--- config.mk ---
export PLATFORM = sky130hd
export DESIGN_NAME = fetch_unit
export DESIGN_NICKNAME = d
export VERILOG_FILES = /design/src/rtl/v6502_pkg.sv /design/src/rtl/inst_len_predecode.sv /design/src/rtl/fetch_unit.sv
export SDC_FILE = /design/constraint.sdc
export NUM_CORES = 1
export LEC_CHECK = 0
export CAP_MARGIN = 25
export CORE_MARGIN = 5
export CORE_UTILIZATION = 55
export DETAILED_ROUTE_END_ITERATION = 10
export PLACE_DENSITY = 0.94
export RECOVER_POWER = 25
export SKIP_LAST_GASP = 1
export SYNTH_ARGS = -nofsm -noshare
export SYNTH_HDL_FRONTEND = slang
export SYNTH_SLANG_ARGS = --single-unit
export TNS_END_PERCENT = 20
--- constraint.sdc ---
create_clock -name clk -period 3.54 [get_ports clk]
set_input_delay 0.708 -clock clk [delete_from_list [all_inputs] [get_ports clk]]
set_output_delay 0.708 -clock clk [all_outputs]
set_load 0.02 [all_outputs]
--- src/rtl/v6502_pkg.sv ---
// v6502_pkg: shared fetch-stage types and constants for the 6502 core
package v6502_pkg;
  typedef enum logic [3:0] {RST, VEC_LO, VEC_HI, VEC_LD, OP, B1, B2, B3, HOLD} fetch_state_e;
  localparam logic [1:0] LEN1 = 2'd1;
  localparam logic [1:0] LEN2 = 2'd2;
  localparam logic [1:0] LEN3 = 2'd3;
  localparam logic [15:0] RESET_VECTOR = 16'hFFFC;
  localparam logic [7:0] BRK = 8'h00;
  localparam logic [7:0] RTI = 8'h40;
  localparam logic [7:0] RTS = 8'h60;
  localparam logic [7:0] JSR = 8'h20;
endpackage

--- src/rtl/inst_len_predecode.sv ---
// inst_len_predecode: opcode byte to instruction length (1..3)
module inst_len_predecode
  import v6502_pkg::*;
(
  input  logic [7:0] opcode_i,
  output logic [1:0] len_o
);
  logic [2:0] bbb;
  assign bbb = opcode_i[4:2];
  always_comb
    len_o = (opcode_i[3:0] == 4'h8 || opcode_i[3:0] == 4'hA ||
             opcode_i == BRK || opcode_i == RTI || opcode_i == RTS) ? LEN1 :
            (opcode_i == JSR || bbb == 3'b011 || bbb == 3'b111 ||
             (bbb == 3'b110 && opcode_i[1:0] == 2'b01)) ? LEN3 : LEN2;
endmodule

--- src/rtl/fetch_unit.sv ---
// fetch_unit: loads PC from the reset vector, fetches 1-3 byte instructions
// over a byte-wide port and hands them to the decoder via valid/ready.
module fetch_unit
  import v6502_pkg::*;
#(
  parameter logic [15:0] VECTOR_ADDR = RESET_VECTOR
) (
  input  logic        clk,
  input  logic        rst_n,
  output logic [15:0] mem_addr,
  output logic        mem_rd,
  input  logic [7:0]  mem_rdata,
  output logic        inst_valid,
  input  logic        inst_ready,
  output logic [7:0]  inst_opcode,
  output logic [15:0] inst_operand,
  output logic [1:0]  inst_len,
  output logic [15:0] inst_pc,
  input  logic        redirect_valid,
  input  logic [15:0] redirect_pc
);
  fetch_state_e state_q, state_d;
  logic [15:0] pc_q, pc_d, ipc_q, ipc_d, opnd_q, opnd_d;
  logic [7:0]  op_q, op_d;
  logic [1:0]  len_q, len_d, pd_len;
  logic        valid_q, redir;

  inst_len_predecode u_pd (.opcode_i(mem_rdata), .len_o(pd_len));

  assign redir = redirect_valid && (state_q inside {OP, B1, B2, B3, HOLD});

  always_comb begin
    state_d  = state_q;
    pc_d     = pc_q;
    op_d     = op_q;
    opnd_d   = opnd_q;
    len_d    = len_q;
    ipc_d    = ipc_q;
    mem_rd   = 1'b0;
    mem_addr = 16'h0000;
    case (state_q)
      RST: state_d = VEC_LO;
      VEC_LO: begin
        mem_rd   = 1'b1;
        mem_addr = VECTOR_ADDR;
        state_d  = VEC_HI;
      end
      VEC_HI: begin
        mem_rd     = 1'b1;
        mem_addr   = VECTOR_ADDR + 16'd1;
        pc_d[7:0]  = mem_rdata;
        state_d    = VEC_LD;
      end
      VEC_LD: begin
        pc_d[15:8] = mem_rdata;
        state_d    = OP;
      end
      OP: begin
        mem_rd   = 1'b1;
        mem_addr = pc_q;
        state_d  = B1;
      end
      B1: begin
        op_d    = mem_rdata;
        ipc_d   = pc_q;
        len_d   = pd_len;
        opnd_d  = 16'h0000;
        mem_rd  = pd_len != LEN1;
        mem_addr = mem_rd ? pc_q + 16'd1 : 16'h0000;
        state_d = mem_rd ? B2 : HOLD;
      end
      B2: begin
        opnd_d[7:0] = mem_rdata;
        mem_rd      = len_q != LEN2;
        mem_addr    = mem_rd ? pc_q + 16'd2 : 16'h0000;
        state_d     = mem_rd ? B3 : HOLD;
      end
      B3: begin
        opnd_d[15:8] = mem_rdata;
        state_d      = HOLD;
      end
      HOLD: begin
        pc_d    = inst_ready ? pc_q + {14'd0, len_q} : pc_q;
        state_d = inst_ready ? OP : HOLD;
      end
      default: state_d = RST;
    endcase
    // a redirect drops everything gathered this cycle, including a pending handshake
    if (redir) begin
      state_d = OP;
      pc_d    = redirect_pc;
      op_d    = op_q;
      opnd_d  = opnd_q;
      len_d   = len_q;
      ipc_d   = ipc_q;
    end
  end

  always_ff @(posedge clk or negedge rst_n) begin
    if (!rst_n) begin
      state_q <= RST;
      pc_q    <= 16'h0000;
      op_q    <= 8'h00;
      opnd_q  <= 16'h0000;
      len_q   <= 2'd0;
      ipc_q   <= 16'h0000;
      valid_q <= 1'b0;
    end else begin
      state_q <= state_d;
      pc_q    <= pc_d;
      op_q    <= op_d;
      opnd_q  <= opnd_d;
      len_q   <= len_d;
      ipc_q   <= ipc_d;
      valid_q <= state_d == HOLD;
    end
  end

  assign inst_valid   = valid_q;
  assign inst_opcode  = op_q;
  assign inst_operand = opnd_q;
  assign inst_len     = len_q;
  assign inst_pc      = ipc_q;
endmodule

==> results.md <==
* CP Launch Type: primary input
* Worst Hold Class: in -> async
* Seq/Total Area, Yosys at 38.9%
* Synth Register Bits at 63
* Crit share post-route at 106%
* Arrival time at the worst endpoint at 3050 ps
* Outcome: complete, but fails checks
* Max cap viols at 1
* Vias in the first global route at 4340
* Fin util at 73.4%
* Top cells by area, synth: dfrtp_1, nand2_1, mux2_2
* Crit path max fanout at 8
* Reg clk slew, reported paths at 70 ps
* Final WS setup at -222 ps
* DP Worst Slack at -251 ps
* Slew HR at -48.5%
* Hold Worst Slack at 186 ps
* Rows at 31
* R2R depth at 9
* Unrepaired setup endpoints after global routing: true
* CTS tree: yes
* First-pass GRT wire length at 21500 µm
* Post-synth top flop: dfrtp_1
* Crit path kind: in -> out
* Final nets at 605
* DIE WIDTH at 95.9 µm
* Post-synth EDFFs at 0
* Post-CTS sizing at 3
* All-Layer GR Usage at 30.3%
* Syn_nets at 511
* Req. time, crit path at 2830 ps
* Die footprint at 9190 µm²
* Netlist cell types at 62
* DP HPWL at 9550 µm
* Avg WL per Cell at 19.8 µm
* Mapped Cells at 478
* Via/cell ratio at 6.53
* Pwr/cell area at 1070 nW/µm²
* DRT iter0 DRCs at 566
* Die Ht at 95.9 µm
* Initial antenna violation count at 0
* Starting Density at 56.2%
* Setup Fix Bufs, Post-CTS at 0
* Port buffer count at 87
* Avg Inst Size Synth at 8.49 µm²
* DRT Pass-1 Iters at 8
* Worst r2r src: state_q[1]
* Leakage at 2.17 nW
* Post-route DRC at 0
* Failing checks: max-capacitance violations, max-slew violations, negative setup slack
* Synth async-reset ratio at 100%
* Max clock buf depth at 2
* Final ANT Viol Nets at 0
* Max Slew Vio Count at 43
* Number of fill cells at 522
* Routability cong. at 0.902
* CTS sink cnt at 63
* Worst IR Drop VDD at 620 µV
* Tmin final at 3760 ps
* Cell Area, Synth at 4060 µm²
* Largest net degree at the start of global routing at 47
* Endpoint type of the worst setup path: output pin
* Setup TNS at -1440 ps
* CTS buffer count at 9
* Area leader, netlist: dfrtp_1
* Diode count at 0
* Yosys warns at 0
* Most frequent cells in the layout: clkdlybuf4s50_1, nand2_1, dfrtp_1
* Tightest Pin Transition at 2230 ps
* Core box area at 7210 µm²
* CTS Hold Buffers Added at 0
* Count of final setup violators at 13
* Most common cell after layout, fill and taps aside: clkdlybuf4s50_1
* Remaining global-route overflow at 0
* Final hold vios at 0
* RR Endpoint: pc_q[11]
* Layout area overhead at 30.6%
* Share of cells above drive strength 1 at 14.9%
* Power, Total at 0.00565 W
* Synth top area share at 38.9%
* FF-to-FF setup slack at 1040 ps
* F_max at 0.266 GHz
* Clock skew at 7.83 ps
* H-Tree Depth at 3
* Clock Latency Late Sink at 350 ps
* Via count at 4413
* Ports at 88
* Total Wirelength at 13400 µm
* CTS root buf: clkbuf_8
[report_power, final]
group          leakage, nW  switching, W  internal [W]
Combinational         1.30       0.00198       0.00161
Clock               0.0930      0.000302      0.000276
Sequential           0.776      0.000411       0.00107
[cell usage after synthesis (all sizes together), types with 5 or more instances]
master	count
o211ai	15
buf	22
o31ai	6
o21ai	46
nand2	77
nor2	40
xor2	6
nand3	14
nand3b	5
inv	9
and3	6
clkbuf	18
a31oi	5
and2	6
a21oi	36
nor3	7
a221o	7
xnor2	5
mux2	25
dfrtp	63
[per-stage QoR]
step / std cells / instance area [µm²]
6_report: 676 / 5300
5_1_grt: 676 / 5300
4_1_cts: 675 / 5290
3_5_place_dp: 659 / 5110
3_3_place_gp: 659 / 5110
2_1_floorplan: 478 / 4060
[cells by family after synthesis]
logic type      after synthesis  synth area share, %
xor+xnor                     11                 2.38
buf+inv                      49                 5.74
simple gates                177                 20.5
mux                          25                 6.94
compound gates              148                 23.9
fa+ha+maj                     5                 1.73
flops                        63                 38.9
[worst max-delay path: stages]
cell,delay [ps]
clkdlybuf4s50_1,450
nor3_1,280
a21o_1,260
a21o_2,250
buf_4,140
o211ai_1,80
a221o_1,340
clkdlybuf4s50_1,540
[cell type report]
cell class	instances	area (µm²)	area share (%)
clock buffers	10	138	2.60
clock inverters	6	43.8	0.827
inverters	9	33.8	0.638
multi-input cells	366	2250	42.4
flip-flops and latches	63	1580	29.8
well taps	99	124	2.34
repair buffers	123	1130	21.4
[layer usage]
layer	share of wire, %	vias to the layer above	global-route usage, %
li1	-	1917	-
met1	37	2053	38.1
met2	47	364	48.6
met3	11	79	6.49
met4	4.6	0	16.8
met5	0	-	0
[how the worst max path moves through the flow]
stage,cells past startpoint,end,from,slack (ps)
2_1_floorplan,6,mem_addr[9],mem_rdata[4],570
3_3_place_gp,8,mem_addr[13],mem_rdata[1],-200
3_5_place_dp,8,mem_addr[13],mem_rdata[1],-250
4_1_cts,9,mem_addr[8],mem_rdata[6],-180
5_1_grt,8,mem_addr[4],mem_rdata[7],-270
6_report,8,mem_addr[13],mem_rdata[7],-220
[registers in the layout (all words and copies together), names as in the netlist]
name	cells
inst_operand	16
inst_pc	16
pc_q	16
inst_opcode	8
state_q	4
inst_len	2
inst_valid	1
Note: power is estimated with default switching activity, not from simulation.
